[src/rtl/bpm_beat_generator_pkg.sv]
// Shared widths and FSM encoding for the BPM beat generator.
package bpm_gen_pkg;
  localparam int BPM_W         = 16;
  localparam int DIV_W         = 32;
  localparam int BEATS_PER_BAR = 4;

  typedef enum logic [1:0] {
    IDLE   = 2'd0,
    DIVIDE = 2'd1,
    LOAD   = 2'd2
  } state_t;
endpackage

[src/rtl/bpm_beat_generator_if.sv]
// Tempo input handshake from the BPM estimator into the beat generator.
interface bpm_beat_generator_if;
  logic [bpm_gen_pkg::BPM_W-1:0] bpm_in;
  logic                          bpm_in_valid;
  logic                          bpm_in_ready;

  modport master (output bpm_in, output bpm_in_valid, input  bpm_in_ready);
  modport slave  (input  bpm_in, input  bpm_in_valid, output bpm_in_ready);
endinterface

[src/rtl/bpm_beat_generator_seq_divider.sv]
// 32-bit unsigned restoring divider, one quotient bit per cycle, fixed 32-cycle latency.
module seq_divider
  import bpm_gen_pkg::*;
(
  input  logic             clk,
  input  logic             reset,
  input  logic             start,
  input  logic [DIV_W-1:0] dividend,
  input  logic [DIV_W-1:0] divisor,
  output logic             busy,
  output logic             done,
  output logic [DIV_W-1:0] quotient
);
  logic [DIV_W-1:0] quo_q, quo_d;
  logic [DIV_W-1:0] rem_q, rem_d;
  logic [DIV_W-1:0] dsr_q, dsr_d;
  logic [5:0]       cnt_q, cnt_d;
  logic             busy_q, busy_d;
  logic [DIV_W:0]   trial;

  always_comb begin
    quo_d  = quo_q;
    rem_d  = rem_q;
    dsr_d  = dsr_q;
    cnt_d  = cnt_q;
    busy_d = busy_q;
    trial  = {rem_q, quo_q[DIV_W-1]};
    if (start) begin
      quo_d  = dividend;
      rem_d  = '0;
      dsr_d  = divisor;
      cnt_d  = 6'(DIV_W);
      busy_d = 1'b1;
    end else if (busy_q) begin
      if (trial >= {1'b0, dsr_q}) begin
        rem_d = DIV_W'(trial - {1'b0, dsr_q});
        quo_d = {quo_q[DIV_W-2:0], 1'b1};
      end else begin
        rem_d = trial[DIV_W-1:0];
        quo_d = {quo_q[DIV_W-2:0], 1'b0};
      end
      cnt_d = cnt_q - 6'd1;
      if (cnt_q == 6'd1) busy_d = 1'b0;
    end
  end

  always_ff @(posedge clk) begin
    if (reset) begin
      quo_q  <= '0;
      rem_q  <= '0;
      dsr_q  <= '0;
      cnt_q  <= '0;
      busy_q <= 1'b0;
    end else begin
      quo_q  <= quo_d;
      rem_q  <= rem_d;
      dsr_q  <= dsr_d;
      cnt_q  <= cnt_d;
      busy_q <= busy_d;
    end
  end

  // done marks the final step; the finished quotient is visible the cycle after.
  assign done     = busy_q && (cnt_q == 6'd1);
  assign busy     = busy_q;
  assign quotient = quo_q;
endmodule

[src/rtl/bpm_beat_generator.sv]
// Turns accepted BPM values into a beat period and regenerates beat pulse, bar index and LED strobe.
//   state  | meaning
//   IDLE   | ready for a new tempo; out-of-range and repeated values are dropped
//   DIVIDE | computing (CLK_HZ*60)/bpm in the sequential divider
//   LOAD   | publish the new period and mark the generator locked
module bpm_beat_generator
  import bpm_gen_pkg::*;
#(
  parameter int unsigned CLK_HZ         = 50_000_000,
  parameter int unsigned BPM_MIN        = 40,
  parameter int unsigned BPM_MAX        = 240,
  parameter int unsigned STRETCH_CYCLES = 2_500_000
) (
  input  logic                 clk,
  input  logic                 reset,
  bpm_beat_generator_if.slave  bpm_if,
  output logic [DIV_W-1:0]     period_cycles,
  output logic                 locked,
  output logic                 beat_pulse,
  output logic [1:0]           beat_index,
  output logic                 beat_led
);
  localparam logic [DIV_W-1:0] DIVIDEND     = DIV_W'(CLK_HZ * 60);
  localparam logic [BPM_W-1:0] BPM_LO       = BPM_W'(BPM_MIN);
  localparam logic [BPM_W-1:0] BPM_HI       = BPM_W'(BPM_MAX);
  localparam logic [31:0]      STRETCH_LOAD = 32'(STRETCH_CYCLES - 1);

  state_t           state_q, state_d;
  logic [BPM_W-1:0] bpm_q, bpm_d;
  logic [BPM_W-1:0] last_bpm_q, last_bpm_d;
  logic [DIV_W-1:0] period_q, period_d;
  logic [DIV_W-1:0] phase_q, phase_d;
  logic             locked_q, locked_d;
  logic             first_q, first_d;
  logic             ready_q, ready_d;
  logic [1:0]       index_q, index_d;
  logic [31:0]      stretch_q, stretch_d;

  logic             div_start, div_busy, div_done;
  logic [DIV_W-1:0] div_quotient;
  logic             in_range, accept, beat;

  seq_divider u_div (
    .clk      (clk),
    .reset    (reset),
    .start    (div_start),
    .dividend (DIVIDEND),
    .divisor  ({{(DIV_W-BPM_W){1'b0}}, bpm_if.bpm_in}),
    .busy     (div_busy),
    .done     (div_done),
    .quotient (div_quotient)
  );

  assign in_range = (bpm_if.bpm_in >= BPM_LO) && (bpm_if.bpm_in <= BPM_HI);
  assign accept   = (state_q == IDLE) && ready_q && bpm_if.bpm_in_valid && in_range &&
                    (bpm_if.bpm_in != last_bpm_q);

  always_comb begin
    state_d    = state_q;
    bpm_d      = bpm_q;
    last_bpm_d = last_bpm_q;
    period_d   = period_q;
    locked_d   = locked_q;
    first_d    = 1'b0;
    div_start  = 1'b0;
    unique case (state_q)
      IDLE: begin
        if (accept) begin
          bpm_d     = bpm_if.bpm_in;
          div_start = 1'b1;
          state_d   = DIVIDE;
        end
      end
      DIVIDE: begin
        if (div_done)       state_d = LOAD;
        else if (!div_busy) state_d = IDLE;
      end
      LOAD: begin
        period_d   = div_quotient;
        last_bpm_d = bpm_q;
        locked_d   = 1'b1;
        first_d    = !locked_q;
        state_d    = IDLE;
      end
      default: state_d = IDLE;
    endcase
    ready_d = (state_d == IDLE);
  end

  // The very first lock forces a beat; later tempo changes keep the running phase.
  assign beat = locked_q && (first_q || (phase_q >= period_q - 32'd1));

  always_comb begin
    phase_d   = phase_q;
    index_d   = index_q;
    stretch_d = stretch_q;
    if ((state_q == LOAD) && !locked_q) begin
      phase_d = '0;
    end else if (locked_q) begin
      if (beat) begin
        phase_d = '0;
        index_d = index_q + 2'd1;
      end else begin
        phase_d = phase_q + 32'd1;
      end
    end
    if (beat)                   stretch_d = STRETCH_LOAD;
    else if (stretch_q != '0)   stretch_d = stretch_q - 32'd1;
  end

  always_ff @(posedge clk) begin
    if (reset) begin
      state_q    <= IDLE;
      bpm_q      <= '0;
      last_bpm_q <= '0;
      period_q   <= '0;
      phase_q    <= '0;
      locked_q   <= 1'b0;
      first_q    <= 1'b0;
      ready_q    <= 1'b0;
      index_q    <= '0;
      stretch_q  <= '0;
    end else begin
      state_q    <= state_d;
      bpm_q      <= bpm_d;
      last_bpm_q <= last_bpm_d;
      period_q   <= period_d;
      phase_q    <= phase_d;
      locked_q   <= locked_d;
      first_q    <= first_d;
      ready_q    <= ready_d;
      index_q    <= index_d;
      stretch_q  <= stretch_d;
    end
  end

  assign bpm_if.bpm_in_ready = ready_q;
  assign period_cycles       = period_q;
  assign locked              = locked_q;
  assign beat_pulse          = beat;
  assign beat_index          = index_q;
  assign beat_led            = beat || (stretch_q != '0);
endmodule

[src/flat_wrapper.sv]
// flat-port wrapper written by rule: the top's interface ports become plain ports
module bpm_beat_generator_flat import bpm_gen_pkg::*;
#(
  parameter int unsigned CLK_HZ         = 50_000_000,
  parameter int unsigned BPM_MIN        = 40,
  parameter int unsigned BPM_MAX        = 240,
  parameter int unsigned STRETCH_CYCLES = 2_500_000
)
  (clk, reset, period_cycles, locked, beat_pulse, beat_index, beat_led, bpm_if_bpm_in, bpm_if_bpm_in_valid, bpm_if_bpm_in_ready);
  bpm_beat_generator_if bpm_if_i ();
  input  logic clk;
  input  logic reset;
  output logic [DIV_W-1:0] period_cycles;
  output logic locked;
  output logic beat_pulse;
  output logic [1:0] beat_index;
  output logic beat_led;
  input wire logic [$bits(bpm_if_i.bpm_in)-1:0] bpm_if_bpm_in;
  input wire logic [$bits(bpm_if_i.bpm_in_valid)-1:0] bpm_if_bpm_in_valid;
  output wire logic [$bits(bpm_if_i.bpm_in_ready)-1:0] bpm_if_bpm_in_ready;
  assign bpm_if_i.bpm_in = bpm_if_bpm_in;
  assign bpm_if_i.bpm_in_valid = bpm_if_bpm_in_valid;
  assign bpm_if_bpm_in_ready = bpm_if_i.bpm_in_ready;
  bpm_beat_generator #(.CLK_HZ(CLK_HZ), .BPM_MIN(BPM_MIN), .BPM_MAX(BPM_MAX), .STRETCH_CYCLES(STRETCH_CYCLES)) u_core (.clk(clk), .reset(reset), .bpm_if(bpm_if_i), .period_cycles(period_cycles), .locked(locked), .beat_pulse(beat_pulse), .beat_index(beat_index), .beat_led(beat_led));
endmodule
[config.mk]
export PLATFORM = sky130hd
export DESIGN_NAME = bpm_beat_generator_flat
export DESIGN_NICKNAME = d
export VERILOG_FILES = /design/src/rtl/bpm_beat_generator_pkg.sv /design/src/rtl/bpm_beat_generator_if.sv /design/src/rtl/bpm_beat_generator_seq_divider.sv /design/src/rtl/bpm_beat_generator.sv /design/src/flat_wrapper.sv
export SDC_FILE = /design/constraint.sdc
export NUM_CORES = 1
export LEC_CHECK = 0
export ABC_AREA = 1
export BUFFER_PORTS_ARGS = -buffer_cell sky130_fd_sc_hd__buf_2
export CORE_MARGIN = 2
export CORE_UTILIZATION = 59
export CTS_BUF_LIST = sky130_fd_sc_hd__clkbuf_4 sky130_fd_sc_hd__clkbuf_8 sky130_fd_sc_hd__clkbuf_16
export CTS_CLUSTER_SIZE = 10
export DETAILED_ROUTE_END_ITERATION = 10
export GPL_ROUTABILITY_DRIVEN = 0
export PLACE_DENSITY = 0.77
export SYNTH_ARGS = -nofsm -noshare
export SYNTH_HDL_FRONTEND = slang
export SYNTH_SLANG_ARGS = --single-unit
export TNS_END_PERCENT = 100
[constraint.sdc]
create_clock -name clk -period 8.85 [get_ports clk]
set_clock_uncertainty 0.15 [all_clocks]
set_input_delay 1.3275 -clock clk [delete_from_list [all_inputs] [get_ports clk]]
set_output_delay 1.3275 -clock clk [all_outputs]
set_load 0.02 [all_outputs]
# ---- Yosys cells after proc, flatten, opt, wreduce, memory -nomap -nowiden
# Index checks and enable logic that the tools add are counted.
# W data, S select, Z words.
dict set report op_classes {
  n_reduce_logical 22
  n_lt_le_gt_ge 4
  n_eq_ne 4
  n_addsub 6
  muxes 18
  n_bitwise 2
}
# operator n
set op_table {}
lappend op_table {{$mux W32} 4}
lappend op_table {{$sub A32 B1 Y32 const B} 2}
lappend op_table {{$mux W22} 2}
lappend op_table {{$ge A33 B16 Y1} 1}
lappend op_table {{$add A32 B1 Y32 const B} 1}
lappend op_table {{$ge A32 B32 Y1} 1}
lappend op_table {{$reduce_bool A32 Y1} 1}
lappend op_table {{$sub A32 B16 Y32} 1}
lappend op_table {{$ge A16 B6 Y1 const B} 1}
lappend op_table {{$le A16 B8 Y1 const B} 1}
lappend op_table {{$ne A16 B16 Y1} 1}
lappend op_table {{$mux W6} 2}
lappend op_table {{$logic_and A1 B1 Y1} 8}
lappend op_table {{$reduce_or A2 Y1} 4}
lappend op_table {{$eq A6 B1 Y1 const B} 1}
lappend op_table {{$mux W1} 6}
lappend op_table {{$mux W2} 3}
lappend op_table {{$sub A6 B1 Y6 const B} 1}
lappend op_table {{$logic_not A2 Y1} 2}
lappend op_table {{$pmux W2 S2} 1}
lappend op_table {{$reduce_bool A2 Y1} 2}
lappend op_table {{$reduce_and A3 Y1} 1}
lappend op_table {{$add A2 B1 Y2 const B} 1}
lappend op_table {{$eq A2 B1 Y1 const B} 1}
lappend op_table {{5 further kinds} 7}
dict set report totals {
  reg_bits 222
  in_bits 19
  word_cells 74
}

# ---- Logic depth before layout (Yosys ltp)
dict set report depth {
  depth_word 8
  depth_mapped 27
  ltp_nobuf 27
}

# ---- By module
# Synthesis repeated with hierarchy kept, for this count alone.
dict set report hier_totals {
  hier_cells 2186
  area_unflattened_um2 14515.2
}
# module seq_area_each_um2 instances cells_each area_per_inst_um2
set by_module_without_submodules {}
lappend by_module_without_submodules {bpm_beat_generator 2702.6 1 1098 7613.6}
lappend by_module_without_submodules {seq_divider 2062.0 1 1088 6901.6}

# ---- Least setup slack after synthesis
# No wires, ideal clock.
dict set report synth_path {
  kind {register -> output}
  start {register u_core.period_q[0], in the netlist u_core.period_cycles[0]}
  end {output port beat_led}
  t_arrival_ns 3.085
  required_ns 7.372
  path_slack_ns 4.287
  path_stages_with_launch 20
  cell_sequence {dfxtp_1 inv_1 ha_1 nand3_1 nor2_1 nand2_1 nor2_1 nand3_1 nor2_1 nand2_1 xor2_1 ha_1 a211o_1 a21oi_1 nand2_1 nor2_4 nand2_1 nand2_2 buf_2 nand2_1}
}
dict set report synth_via {
  elab_chain_len 5
}
# element line_no
set synth_rtl {}
lappend synth_rtl {{from (decl)} bpm_beat_generator.sv:31} ;# logic [DIV_W-1:0] period_q, period_d;
lappend synth_rtl {{from (signal assigned)} bpm_beat_generator.sv:127} ;# period_q <= period_d;
lappend synth_rtl {{$sub A32 B1 Y32} bpm_beat_generator.sv:91} ;# assign beat = locked_q && (first_q || (phase_q >= period_q - 32'd1));
lappend synth_rtl {{$ge A32 B32 Y1} bpm_beat_generator.sv:91}
lappend synth_rtl {{$logic_or A1 B1 Y1} bpm_beat_generator.sv:91}
lappend synth_rtl {{$logic_and A1 B1 Y1} bpm_beat_generator.sv:91}
lappend synth_rtl {{$logic_or A1 B1 Y1} bpm_beat_generator.sv:142} ;# assign beat_led = beat || (stretch_q != '0);
lappend synth_rtl {{to (decl)} flat_wrapper.sv:17} ;# output logic beat_led;
# Every way passes these cells.

# ---- Final worst setup path
dict set report layout_path {
  start {register u_core.period_q[0], in the netlist u_core.period_cycles[0]}
  end {output port beat_pulse}
}
dict set report layout_via {
  elab_chain_len 4
}
# element line_no
set layout_rtl {}
lappend layout_rtl {{$sub A32 B1 Y32} bpm_beat_generator.sv:91}
lappend layout_rtl {{$ge A32 B32 Y1} bpm_beat_generator.sv:91}
lappend layout_rtl {{$logic_or A1 B1 Y1} bpm_beat_generator.sv:91}
lappend layout_rtl {{$logic_and A1 B1 Y1} bpm_beat_generator.sv:91}
lappend layout_rtl {{to (decl)} flat_wrapper.sv:15} ;# output logic beat_pulse;
# Every way passes these cells.

==> reports/metrics.json <==
{
  "clock_tree": {
    "clockRootBuffer": "clkbuf_16",
    "tritoncts": "yes",
    "postCtsSetupRepairBufs": 0,
    "clock-sinks": 206,
    "holdBufCountCts": 0,
    "clock_insertion_delay_worst_skew_ns": 0.52,
    "cts_resized": 0,
    "cts-buffers-inserted": 25,
    "clk_transition_reported_paths_ns": 0.06,
    "h_tree_depth_reported_by_cts": 1,
    "cts_buffer_depth": 3
  },
  "yosys": {
    "yosys.cell_count.top_type": "nand2_1",
    "post-synth-top-area-cell": "dfxtp_1",
    "synth_fa_ha_area_share_pct": 5.59,
    "synth_top_cells_by_count": "429 x nand2_1, 305 x nor2_1, 208 x inv_1",
    "yosys-top-cells-area": "dfxtp_1 34%, nand2_1 13%, nor2_1 9.4%",
    "ys_seq_elements": 206,
    "synth_mux_area_share_pct": 0,
    "synth-edff-count": 0,
    "synth_simple_gate_area_share_pct": 34.4,
    "synth-main-ff-cell": "dfxtp_1",
    "synth_async_sr_flop_share_pct": 0,
    "netlist_area_um2": 12200,
    "yosys_warnings": 0,
    "synth_top_area_share_pct": 33.7,
    "syn_inst": 1857,
    "synthesized_area_per_cell_um2": 6.58,
    "synth_sequential_area_ratio_pct": 33.7,
    "synth_top_family_by_area": "simple AND/OR/NAND/NOR gates",
    "synth_xor_xnor_area_share_pct": 6.23,
    "area_fraction_in_compound_gates_after_synthesis_pct": 11.5,
    "synth.net_count": 1930,
    "synth.lib_cells_used.distinct": 43
  },
  "sta": {
    "post-route-period-util_pct": 64.9,
    "timing.final.setup_violations": 0,
    "finalHoldViolations": 0,
    "period_needed_ns": 5.75,
    "tightest_slew_ns": 0.906,
    "grt_setup_unrepaired": "no",
    "worst_slew_margin_rel_pct": 39.5,
    "final-max-slew-violation-count": 0,
    "timing.setup.tns_ns": 0,
    "achievable-frequency_ghz": 0.174
  },
  "route": {
    "ant_nets": 0,
    "detail_route.wl_per_cell_um": 14.2,
    "totalWireLength_um": 30700,
    "drc": 0,
    "drt-initial-drc-count": 721,
    "avgViaCountPerCell": 5.47,
    "via_count_of_the_routed_design": 11863,
    "drtPass1Iterations": 5
  },
  "die": {
    "design.die.area_um2": 21900,
    "core_area_um2": 20300,
    "io_pins": 57,
    "dieWidth_um": 148,
    "placement_rows": 52,
    "die_height_um": 148,
    "initial_utilization_pct": 60.2
  },
  "worst_setup_path": {
    "slowest_stage_cell_cp": "dfxtp_1",
    "cp_cell_sequence": "inv_1 > ha_1 > nand3_1 > nor2_1 > nand2_1 > nor2_1 > nand3_1 > nor2_1 > nand2_1 > xor2_1 > ha_1 > nand2_1 > nor2_1 > nand2_1 > nor2_1 > nand2_1 > nand2_1 > nand2_2 > inv_1 > buf_2",
    "setup.worst_path.end_class": "primary output",
    "timing.setup.critical_path_class": "flip-flop to primary output",
    "slowest_delay_ns": 0.31,
    "ff2ff_path_depth": 20,
    "reg2reg_from": "u_core.period_cycles[0]$_SDFFE_PP0N_",
    "r2r-end": "u_core.phase_q[22]$_SDFFE_PP0P_",
    "worst_setup_path_start_kind": "flip-flop",
    "rrSetupSlack_ns": 4.46,
    "worstPathArrival_ns": 4.27,
    "critPathMaxFanout": 16,
    "worstPathRequired_ns": 7.37,
    "crit_path_frequent_cell": "nand2_1"
  },
  "global_routing": {
    "globalRouteOverflowTotal": 0,
    "largest_net_degree_at_the_start_of_global_routing": 84,
    "antenna_violations_before_repair": 0,
    "grt_usage_pct": 28.0,
    "first_global_vias": 10987,
    "grt_pass1_wl_um": 51600
  },
  "min_path": {
    "source_of_the_worst_hold_timing_path": "u_core.u_div.quotient[17]$_SDFFE_PP0P_",
    "hold_ep": "u_core.period_cycles[17]$_SDFFE_PP0N_",
    "holdPathStages": 2,
    "hold_crit_path_type": "flip-flop to flip-flop"
  },
  "flow_run": {
    "drv_cap": 0
  },
  "place": {
    "placedInstanceArea_um2": 12700,
    "io_buffers": 56,
    "dp_hpwl_um": 22500
  },
  "pwr": {
    "overall_power_mw": 2.68,
    "cellPowerDensity_nw_per_um2": 200,
    "p_leak_nw": 6.52,
    "vdd_ir_drop_max_v": 0.000147
  },
  "layout": {
    "num-nets-final": 1963,
    "layout-drive-gt1-share_pct": 7.70,
    "area_growth_pct": 9.48,
    "final_cell_area_um2": 13400,
    "antennaDiodeCount": 0
  },
  "outcome": {
    "run_status": "completed"
  }
}
==> area by class of cell <==
cell class              count  area (µm²)
multi-input cells        1381        7070
fillers                  1869        6920
flip-flops and latches    206        4130
inverters                 214         803
clock buffers              31         677
well taps                 270         338
repair buffers             62         325
clock inverters             3        43.8
==> state kept, by name, indices dropped and copies added (netlist names) <==
register and cells:
u_core.u_div.quotient 32, u_core.u_div.rem_q 32, u_core.first_q 1, u_core.locked 1
u_core.bpm_if.bpm_in_ready 1, u_core.beat_index 2, u_core.u_div.cnt_q 6, u_core.state_q 2
u_core.period_cycles 32, u_core.stretch_q 32, u_core.phase_q 32, u_core.u_div.busy 1
u_core.bpm_q 16, u_core.last_bpm_q 16
==> placed cells by master, fill, tap and decap left out, types with 2 or more instances in the layout <==
| cell | synthesis | final |
|---|---|---|
| a211oi_1 | 19 | 19 |
| a21oi_1 | 133 | 133 |
| a31oi_1 | 6 | 6 |
| buf_2 | 7 | 56 |
| buf_4 | 4 | 6 |
| clkbuf_16 | 0 | 25 |
| clkbuf_4 | 0 | 5 |
| clkinv_1 | 2 | 2 |
| dfxtp_1 | 206 | 205 |
| ha_1 | 53 | 53 |
| inv_1 | 208 | 208 |
| inv_2 | 4 | 4 |
| nand2_1 | 429 | 429 |
| nand2_2 | 10 | 10 |
| nand3_1 | 89 | 89 |
| nand3_2 | 2 | 2 |
| nand3_4 | 2 | 2 |
| nand3b_1 | 10 | 10 |
| nand4_1 | 46 | 46 |
| nor2_1 | 305 | 304 |
| nor2_2 | 16 | 16 |
| nor2_4 | 5 | 6 |
| nor3_1 | 36 | 36 |
| nor3b_1 | 2 | 2 |
| nor4_1 | 16 | 16 |
| o211ai_1 | 3 | 3 |
| o21a_1 | 2 | 2 |
| o21ai_0 | 88 | 88 |
| o21bai_1 | 3 | 3 |
| o22ai_1 | 3 | 3 |
| or2_0 | 2 | 2 |
| or2_2 | 5 | 5 |
| xnor2_1 | 36 | 36 |
| xor2_1 | 51 | 51 |
==> critical path, delay by kind of cell, from the launching register on <==
| family | cells | cell delay (ns) |
|---|---|---|
| adders and majority gates | 2 | 0.50 |
| and+or+nand+nor | 14 | 2.19 |
| xor gates and xnor gates | 1 | 0.16 |
| buffers and inverters | 3 | 0.57 |
| DFF | 1 | 0.31 |
==> how the worst max path moves through the flow <==
| stage | startpoint | end | slack (ns) | depth (start not counted) |
|---|---|---|---|---|
| after detailed placement | u_core.period_cycles[0]$_SDFFE_PP0N_ | beat_pulse | 3.70 | 20 |
| after global placement | u_core.period_cycles[0]$_SDFFE_PP0N_ | beat_pulse | 3.94 | 20 |
| after floorplan | u_core.period_cycles[0]$_SDFFE_PP0N_ | beat_led | 4.29 | 19 |
| final | u_core.period_cycles[0]$_SDFFE_PP0N_ | beat_pulse | 3.10 | 20 |
| after CTS | u_core.period_cycles[0]$_SDFFE_PP0N_ | beat_pulse | 3.13 | 20 |
| after global routing | u_core.period_cycles[0]$_SDFFE_PP0N_ | beat_pulse | 2.63 | 20 |
==> cells by family after synthesis <==
group	after synthesis
DFF	206
xor gates and xnor gates	87
adders and majority gates	54
AOI/OAI and AO/OA	262
buffers and inverters	270
and+or+nand+nor	978
==> per-stage QoR <==
stage | setup WS, ns | hold slack, ns | utilization [%] | instances
5_1_grt | 2.63 | 0.349 | 65.9 | 2167
3_5_place_dp | 3.70 | 0.313 | 62.4 | 2133
6_report | 3.10 | 0.319 | 65.9 | 2167
2_1_floorplan | 4.29 | 0.290 | - | 1857
3_3_place_gp | 3.94 | 0.312 | 62.4 | 2133
4_1_cts | 3.13 | 0.320 | 65.9 | 2167
==> where the power goes <==
| group | total, mW | switching [mW] | internal, mW |
|---|---|---|---|
| combinational | 0.705 | 0.448 | 0.257 |
| sequential | 1.05 | 0.0610 | 0.989 |
| clock | 0.927 | 0.368 | 0.559 |
| total | 2.68 | 0.877 | 1.80 |
==> routing by layer <==
metal  wire length [µm]  GRT usage, %  up-vias
li1                   -             -     6058
met1              14100          37.6     5416
met4               1040          10.0        0
met2              13900          46.6      320
met3               1590          3.33       69
met5                  0             0        -
Power figures use the tool's default switching activity.
